**config.mk**
```make
export PLATFORM = sky130hd
export DESIGN_NAME = load_store_unit
export DESIGN_NICKNAME = d
export VERILOG_FILES = /design/src/rtl/lsu_pkg.sv /design/src/rtl/lsu_byte_lane.sv /design/src/rtl/load_store_unit.sv
export SDC_FILE = /design/constraint.sdc
export NUM_CORES = 1
export LEC_CHECK = 0
export ABC_AREA = 1
export BUFFER_PORTS_ARGS = -buffer_cell sky130_fd_sc_hd__buf_2
export CORE_MARGIN = 2
export CORE_UTILIZATION = 55
export CTS_CLUSTER_DIAMETER = 40
export DETAILED_ROUTE_END_ITERATION = 16
export GPL_TIMING_DRIVEN = 1
export HOLD_SLACK_MARGIN = 0.12
export PLACE_DENSITY = 0.86
export SLEW_MARGIN = 30
export SYNTH_ARGS = -nofsm -noshare
export SYNTH_HDL_FRONTEND = slang
export SYNTH_SLANG_ARGS = --single-unit
```
**constraint.sdc**
```tcl
create_clock -name clk -period 3.05 [get_ports clk]
set_clock_uncertainty 0.15 [all_clocks]
set_input_delay 0.1525 -clock clk [delete_from_list [all_inputs] [get_ports clk]]
set_output_delay 0.1525 -clock clk [all_outputs]
set_load 0.01 [all_outputs]
```
**src/rtl/lsu_pkg.sv**
```systemverilog
// Shared types and constants for the load/store unit: FSM state encoding,
// byte-lane identifiers and the wait-state counter width.
package lsu_pkg;

    typedef enum logic [1:0] {
        ST_IDLE  = 2'd0,
        ST_READ  = 2'd1,
        ST_WRITE = 2'd2,
        ST_RESP  = 2'd3
    } lsu_state_t;

    localparam logic LANE_LO = 1'b0;
    localparam logic LANE_HI = 1'b1;
    localparam int   LANE_W  = 8;
    localparam int   WAIT_W  = 3;

    // Memory is word addressed; bit 0 of a byte address only picks the lane.
    function automatic logic [15:0] word_addr(input logic [15:0] byte_addr);
        return {1'b0, byte_addr[15:1]};
    endfunction

endpackage

```
**src/rtl/lsu_byte_lane.sv**
```systemverilog
// Combinational byte-lane helper: extracts and extends a lane for byte loads,
// and splices a new byte into a word for read-modify-write byte stores.
import lsu_pkg::*;

module lsu_byte_lane #(
    parameter int DATA_W = 16
) (
    input  logic [DATA_W-1:0] word,
    input  logic              lane,
    input  logic              sign_ext,
    input  logic [LANE_W-1:0] byte_in,
    output logic [DATA_W-1:0] load_data,
    output logic [DATA_W-1:0] merged
);

    logic [LANE_W-1:0] sel_byte;

    assign sel_byte  = (lane == LANE_HI) ? word[LANE_W +: LANE_W] : word[0 +: LANE_W];
    assign load_data = sign_ext ? {{(DATA_W-LANE_W){sel_byte[LANE_W-1]}}, sel_byte}
                                : {{(DATA_W-LANE_W){1'b0}}, sel_byte};

    genvar gi;
    generate
        for (gi = 0; gi < DATA_W / LANE_W; gi++) begin : g_lane
            assign merged[gi*LANE_W +: LANE_W] =
                (lane == 1'(gi)) ? byte_in : word[gi*LANE_W +: LANE_W];
        end
    endgenerate

endmodule

```
**src/rtl/load_store_unit.sv**
```systemverilog
// Data-memory initiator: one load/store at a time, level-sensitive strobes
// with held address/data, byte stores done as read-modify-write.
import lsu_pkg::*;

module load_store_unit #(
    parameter int DATA_W      = 16,
    parameter int MEM_DEPTH   = 1024,
    parameter int WAIT_STATES = 0
) (
    input  logic              clk,
    input  logic              reset,
    input  logic              req_valid,
    output logic              req_ready,
    input  logic              req_write,
    input  logic              req_byte,
    input  logic              req_signed,
    input  logic [15:0]       req_addr,
    input  logic [DATA_W-1:0] req_wdata,
    output logic              resp_valid,
    output logic [DATA_W-1:0] resp_rdata,
    output logic              resp_error,
    output logic [15:0]       mem_address,
    output logic [DATA_W-1:0] mem_writeData,
    output logic              mem_memWrite,
    output logic              mem_memRead,
    input  logic [DATA_W-1:0] mem_readData
);

    lsu_state_t        state_reg, state_next;
    logic [WAIT_W-1:0] wait_cnt_reg;
    logic              write_reg, byte_reg, signed_reg, lane_reg;
    logic [LANE_W-1:0] wbyte_reg;
    logic [15:0]       mem_address_reg;
    logic [DATA_W-1:0] mem_writedata_reg;
    logic [DATA_W-1:0] resp_rdata_reg;
    logic              resp_error_reg;

    logic              req_fire;
    logic              req_err;
    logic              read_last;
    logic [DATA_W-1:0] lane_load;
    logic [DATA_W-1:0] lane_merge;

    assign req_fire  = req_valid && req_ready;
    assign req_err   = (!req_byte && req_addr[0]) ||
                       ({16'd0, word_addr(req_addr)} >= 32'(MEM_DEPTH));
    assign read_last = (state_reg == ST_READ) && (wait_cnt_reg == '0);

    lsu_byte_lane #(
        .DATA_W (DATA_W)
    ) u_byte_lane (
        .word      (mem_readData),
        .lane      (lane_reg),
        .sign_ext  (signed_reg),
        .byte_in   (wbyte_reg),
        .load_data (lane_load),
        .merged    (lane_merge)
    );

    always_ff @(posedge clk or posedge reset) begin
        if (reset) begin
            state_reg <= ST_IDLE;
        end else begin
            state_reg <= state_next;
        end
    end

    always_comb begin
        state_next = state_reg;
        case (state_reg)
            ST_IDLE: begin
                if (req_fire) begin
                    if (req_err) begin
                        state_next = ST_RESP;
                    end else if (req_write && !req_byte) begin
                        state_next = ST_WRITE;
                    end else begin
                        state_next = ST_READ;
                    end
                end
            end
            ST_READ: begin
                if (wait_cnt_reg == '0) begin
                    state_next = write_reg ? ST_WRITE : ST_RESP;
                end
            end
            ST_WRITE: state_next = ST_RESP;
            ST_RESP:  state_next = ST_IDLE;
            default:  state_next = ST_IDLE;
        endcase
    end

    // Strobes and handshakes are pure state decodes, never fed from req_*.
    always_comb begin
        req_ready    = (state_reg == ST_IDLE);
        mem_memRead  = (state_reg == ST_READ);
        mem_memWrite = (state_reg == ST_WRITE);
        resp_valid   = (state_reg == ST_RESP);
    end

    always_ff @(posedge clk or posedge reset) begin
        if (reset) begin
            wait_cnt_reg      <= '0;
            write_reg         <= 1'b0;
            byte_reg          <= 1'b0;
            signed_reg        <= 1'b0;
            lane_reg          <= LANE_LO;
            wbyte_reg         <= '0;
            mem_address_reg   <= '0;
            mem_writedata_reg <= '0;
            resp_rdata_reg    <= '0;
            resp_error_reg    <= 1'b0;
        end else begin
            case (state_reg)
                ST_IDLE: begin
                    if (req_fire) begin
                        write_reg      <= req_write;
                        byte_reg       <= req_byte;
                        signed_reg     <= req_signed;
                        lane_reg       <= req_addr[0];
                        wbyte_reg      <= req_wdata[LANE_W-1:0];
                        wait_cnt_reg   <= WAIT_W'(WAIT_STATES);
                        resp_error_reg <= req_err;
                        resp_rdata_reg <= '0;
                        // Rejected requests leave the memory-side registers untouched.
                        if (!req_err) begin
                            mem_address_reg <= word_addr(req_addr);
                            if (req_write && !req_byte) begin
                                mem_writedata_reg <= req_wdata;
                            end
                        end
                    end
                end
                ST_READ: begin
                    if (!read_last) begin
                        wait_cnt_reg <= wait_cnt_reg - 1'b1;
                    end else if (write_reg) begin
                        mem_writedata_reg <= lane_merge;
                    end else begin
                        resp_rdata_reg <= byte_reg ? lane_load : mem_readData;
                    end
                end
                default: begin
                end
            endcase
        end
    end

    assign mem_address   = mem_address_reg;
    assign mem_writeData = mem_writedata_reg;
    assign resp_rdata    = resp_rdata_reg;
    assign resp_error    = resp_error_reg;

endmodule

```
### After elaboration in Yosys (flattened, before gate mapping)

Cells that the tools add are included.

| storage, ports and cells | value |
|---|---|
| RAM bits | 0 |
| bits of input ports | 54 |
| logic and storage cells | 64 |
| bits in latches | 0 |
| memories | 0 |
| ROM bits | 0 |
| bits in registers | 65 |
| output and inout bits | 53 |

| operators by class | value |
|---|---|
| order comparisons | 1 |
| $add $sub $neg | 1 |
| equal/unequal tests | 11 |
| shift-type cells | 0 |
| multiplexer cells | 24 |
| bitwise logic cells | 1 |
| div/mod/pow operators | 0 |
| multipliers | 0 |
| reductions and logical operators | 15 |

Operators by type and width:

| cell | count |
|---|---|
| $mux 16 | 10 |
| $pmux 16 s2 | 2 |
| $mux 8 | 3 |
| $ge 15x11->1 const B | 1 |
| $ne 2x1->1 const B | 5 |
| $mux 2 | 4 |
| $pmux 2 s4 | 1 |
| $mux 3 | 2 |
| $ne 2x2->1 const B | 3 |
| $pmux 3 s2 | 1 |
| $reduce_and 3->1 | 2 |
| $reduce_and 6->1 | 1 |
| $eq 2x2->1 const B | 2 |
| $logic_and 1x1->1 | 4 |
| $reduce_and 2->1 | 2 |
| $reduce_and 4->1 | 1 |
| $logic_not 3->1 | 1 |
| $sub 3x1->3 const B | 1 |
| $eq 2x1->1 const B | 1 |
| $logic_not 2->1 | 1 |
| $reduce_bool 2->1 | 1 |
| $logic_not 1->1 | 1 |
| $logic_or 1x1->1 | 1 |
| $mux 1 | 1 |
| $not 1->1 | 1 |

### Depth between registers and ports, before layout

| logic depth | value |
|---|---|
| word-level depth | 6 |
| gate-level depth with buffers | 11 |
| gate-level depth less buffers | 9 |

### Modules after synthesis

From an unflattened synthesis, not the netlist that was laid out.

| unflattened totals | value |
|---|---|
| cell total of the unflattened synthesis | 490 |
| area total of the unflattened synthesis | 3754.9 um2 |

Modules (own cells, without submodules):

| module | sequential area each (um2) | instances | area each (um2) | cells each |
|---|---|---|---|---|
| load_store_unit | 1626.6 | 1 | 3343.2 | 409 |
| lsu_byte_lane | 0.0 | 1 | 411.6 | 81 |

### Least setup slack after synthesis

Ideal clock, no wire load.

| timing path | value |
|---|---|
| kind | register -> register |
| start | register state_reg[0] |
| end | register mem_writedata_reg[0] (netlist: mem_writeData[0]) |
| clock period less this slack | 1.853 ns |
| data arrival time | 1.586 ns |
| stages on the path, launching flop included | 12 |
| path buffers | 2 |
| path slack | 1.197 ns |
| library setup time | 0.117 ns |
| required time | 2.783 ns |
| cell sequence | dfrtp_1 inv_1 ha_1 buf_4 nand2_2 inv_2 nor2_4 nor2_8 nand3_4 buf_6 nand2_1 nand2_1 |

| between the ends | value |
|---|---|
| word-level cells in the longest chain between the ends | 4 |
| elaborated cells on any way between the ends | 12 |
| those cells by class | eq/ne (6); mux (1); reduce/logical (5) |

RTL lines:

| what | line | RTL |
|---|---|---|
| start, declared | load_store_unit.sv:29 | `lsu_state_t state_reg, state_next;` |
| start signal, assigned | load_store_unit.sv:64 | `state_reg <= state_next;` |
| $logic_not 2->1 (*) | load_store_unit.sv:95 | `req_ready = (state_reg == ST_IDLE);` |
| net req_ready | load_store_unit.sv:13 | `output logic req_ready,` |
| $logic_and 1x1->1 | load_store_unit.sv:44 | `assign req_fire = req_valid && req_ready;` |
| $ne 2x1->1 (no source line) | -- |  |
| $reduce_and 6->1 (no source line) | -- |  |
| end signal, assigned | load_store_unit.sv:129 | `mem_writedata_reg <= req_wdata;` |
| end signal, assigned | load_store_unit.sv:138 | `mem_writedata_reg <= lane_merge;` |
| end, declared | load_store_unit.sv:34 | `logic [DATA_W-1:0] mem_writedata_reg;` |

The timed path passes the listed nets; every way through them passes the cells marked *.
A chain may end at the register's enable or synchronous reset.

### Worst setup path in the final report

| timing path | value |
|---|---|
| start | register state_reg[0] |
| end | register mem_writedata_reg[12] (netlist: mem_writeData[12]) |

| between the ends | value |
|---|---|
| word-level cells in the longest chain between the ends | 4 |
| elaborated cells on any way between the ends | 12 |
| those cells by class | eq/ne (6); mux (1); reduce/logical (5) |

RTL lines:

| what | line |
|---|---|
| $eq 2x1->1 / $logic_not 2->1 (equally long branches) | load_store_unit.sv:47, load_store_unit.sv:114, load_store_unit.sv:95 |
| $logic_and 1x1->1, on equally long branches | load_store_unit.sv:47, load_store_unit.sv:44 |
| $ne 2x1->1 (no source line) | -- |
| $reduce_and 6->1 (no source line) | -- |

Parallel ways exist; a longest one is shown, timed or not.

==> results_dict.tcl <==
set metrics [dict create \
    die_y_um 81.4 \
    drive_above_1_share_pct 24.9 \
    p_leak_nw 2.58 \
    coreArea_um2 5850 \
    power_frac_comb_pct 46.3 \
    syn2layout_area_growth_pct 40.4 \
    finalSetupViolCount 0 \
    ant_nets 0 \
    start_util_pct 56.4 \
    htreeDepth 3 \
    dpl.hpwl_um 6280 \
    firstDrtPassIters 8 \
    fmax_mhz 386 \
    start_kind "flip-flop" \
    numPortBuffers 105 \
    min_path_cells 5 \
    cp_data_required_time_ns 3.13 \
    drtIter0Drc 694 \
    cp_max_fo 17 \
    via_count 3729 \
    grt_max_degree 45 \
    final_cell_count_no_fill 657 \
    hp-class "in2reg" \
    pin_count 107 \
    ys_ff_latch 65 \
    viasPerCell 5.68 \
    synth.cell_area_um2 3300 \
    syn_area_per_cell_um2 7.83 \
    fin_tns_setup_ns 0 \
    clkPwrFrac_pct 20.6 \
    synth_cell_types 28 \
    swShare_pct 43.9 \
    power.switching_mw 1.82 \
    clk_latency_ns 0.35 \
    n_antenna_cell 0 \
    cp.arrival_ns 2.67 \
    maxCapViolCount 0 \
    synth-seq-area-share_pct 49.3 \
    critPathKind "reg2reg" \
    gr-total-overflow 0 \
    dieArea_um2 6630 \
    post-place-cells 583 \
    fin_crit_sh_pct 84.9 \
    final_area_um2 4630 \
    yosysTopAreaCell "dfrtp_1" \
    power_frac_seq_pct 33.1 \
    synth_top_area_share_pct 49.3 \
    nNetsFinal 637 \
    cts-root-buf "clkbuf_8" \
    final_max_slew_viol_count 0 \
    finalCriticalPeriod_ns 2.59 \
    grt_antenna_before_repair 0 \
    cts_buffer_depth 2 \
    path_clk_slew_ns 0.07 \
    drt_wl_total_um 11400 \
    slew_headroom_pct 48.7 \
    rsz0062_at_grt "false" \
    grt_pass1_vias 3618 \
    powerDensity_nw_per_um2 894 \
    numCtsBuffers 9 \
    gp_congestion 0.930 \
    cts.sinks 65 \
    internal_power_mw 2.32 \
    status "finished, final reports clean" \
    finalHoldViolations 0 \
    post-cts-setup-buffers 0 \
    dieWidth_um 81.4 \
    grt_use_total_pct 35.0 \
    placed_cell_area_um2 3820 \
    grt_first_pass_wirelength_um 17300 \
    fillers 348 \
    end_kind "flip-flop" \
    netlist_instances 421 \
    cts_tree "done" \
    yosys_warnings 0 \
    ir_worst_vdd_mv 0.712 \
    drc 0 \
    syn-num-nets 481 \
    r2r_cells 9 \
    ys_top_cells_by_area "dfrtp_1 (49%), nand2_1 (19%), o21ai_0 (6.2%)" \
    wl_per_cell_um 17.3 \
    fp-row-count 28 \
    worst_pin_slew_ns 0.768 \
]
==> critical path: stages, from the launching register on <==
cell and delay, ns:
dfrtp_1 0.42, inv_1 0.10, ha_1 0.44, nand2_2 0.27, inv_2 0.27, nor2_4 0.09
nor2_8 0.27, nand3_4 0.24, nand2_1 0.12, nand2_1 0.09
==> final cells by class <==
| cell class | instances | area, um2 | share of cell area (%) |
|---|---|---|---|
| Sequential cell | 65 | 1630 | 35.1 |
| Clock inverter | 5 | 77.6 | 1.68 |
| Tap cell | 75 | 93.8 | 2.03 |
| Multi-Input combinational cell | 309 | 1450 | 31.4 |
| Inverter | 26 | 98.8 | 2.14 |
| Clock buffer | 11 | 151 | 3.27 |
| Timing Repair Buffer | 166 | 1130 | 24.4 |
==> path summary, 6_finish.rpt <==
kind | start | end | slack (ns)
setup / recovery | state_reg[0] | mem_writeData[12] | 0.46
hold / removal | req_addr[12] | state_reg[1] | 0.19
setup reg to reg | state_reg[0] | mem_writeData[12] | 0.46
hold reg to reg | mem_address[4] | mem_address[4] | 0.32
max in group asynchronous | reset | resp_rdata[5] | 1.65
min in group asynchronous | reset | resp_rdata[7] | 0.31
==> through the flow <==
step | hold slack (ns) | total power, mW | setup WS [ns] | util [%]
after floorplan | 0.112 | 2.55 | 1.12 | -
after global placement | 0.224 | 2.93 | 0.749 | 65.3
after detailed placement | 0.236 | 2.99 | 0.596 | 65.3
after CTS | 0.176 | 3.96 | 0.570 | 79.1
after global routing | 0.228 | 4.35 | 0.248 | 79.1
final | 0.192 | 4.14 | 0.461 | 79.1
==> Yosys cell counts <==
master,instances
or2_2,2
clkbuf_1,9
nand2_1,164
inv_2,4
o21ai_1,8
buf_1,1
o21a_1,1
conb_1,1
ha_1,6
buf_6,3
nor2_1,24
nor2_8,1
dfrtp_1,65
o21ai_2,2
buf_4,4
nor2_4,4
inv_1,22
nand3_4,1
nand3_1,36
o22ai_1,2
xor2_1,1
a21boi_0,5
buf_2,4
nor3_1,1
o21ai_0,41
a21oi_1,3
nand2_2,5
o211ai_2,1
==> power groups by stage <==
stage	combinational [mW]	clock, mW	sequential [mW]
detailed placement	1.64	0	1.34
global route	2.09	0.879	1.39
finish	1.92	0.853	1.37
CTS	1.80	0.839	1.33
floorplan	1.18	0	1.37
global placement	1.59	0	1.34
==> cells by family after synthesis <==
family	Yosys count	share of synthesized area, %
other cells	1	0.114
xor+xnor	1	0.266
buf+inv	47	6.64
simple gates	238	30.8
compound gates	63	10.5
fa+ha+maj	6	2.28
flops	65	49.3
==> what timing repair did <==
item,4_1_cts,5_1_grt
hold buffers,58,0
gates resized for setup,0,0
endpoints found under the hold margin,99,0
==> layout by cell type, fill, tap and decap left out, types with 3 or more instances in the layout <==
cell type,instances
a21boi_0,5
a21oi_1,3
buf_2,105
buf_4,3
clkbuf_8,11
clkinv_2,3
dfrtp_1,65
dlygate4sd3_1,58
ha_1,6
inv_1,21
inv_2,4
nand2_1,164
nand2_2,5
nand3_1,36
nor2_1,24
nor2_4,4
o21ai_0,41
o21ai_1,8
==> metal layers <==
| metal | vias to the layer above | share of wire (%) | wire (um) | track usage, % |
|---|---|---|---|---|
| met2 | 304 | 49 | 5560 | 58.7 |
| li1 | 1652 | - | - | - |
| met1 | 1686 | 35 | 4010 | 42.6 |
| met3 | 87 | 9.4 | 1070 | 6.04 |
| met5 | - | 0 | 0 | 0 |
| met4 | 0 | 6.5 | 734 | 19.7 |
Power figures use the tool's default switching activity.
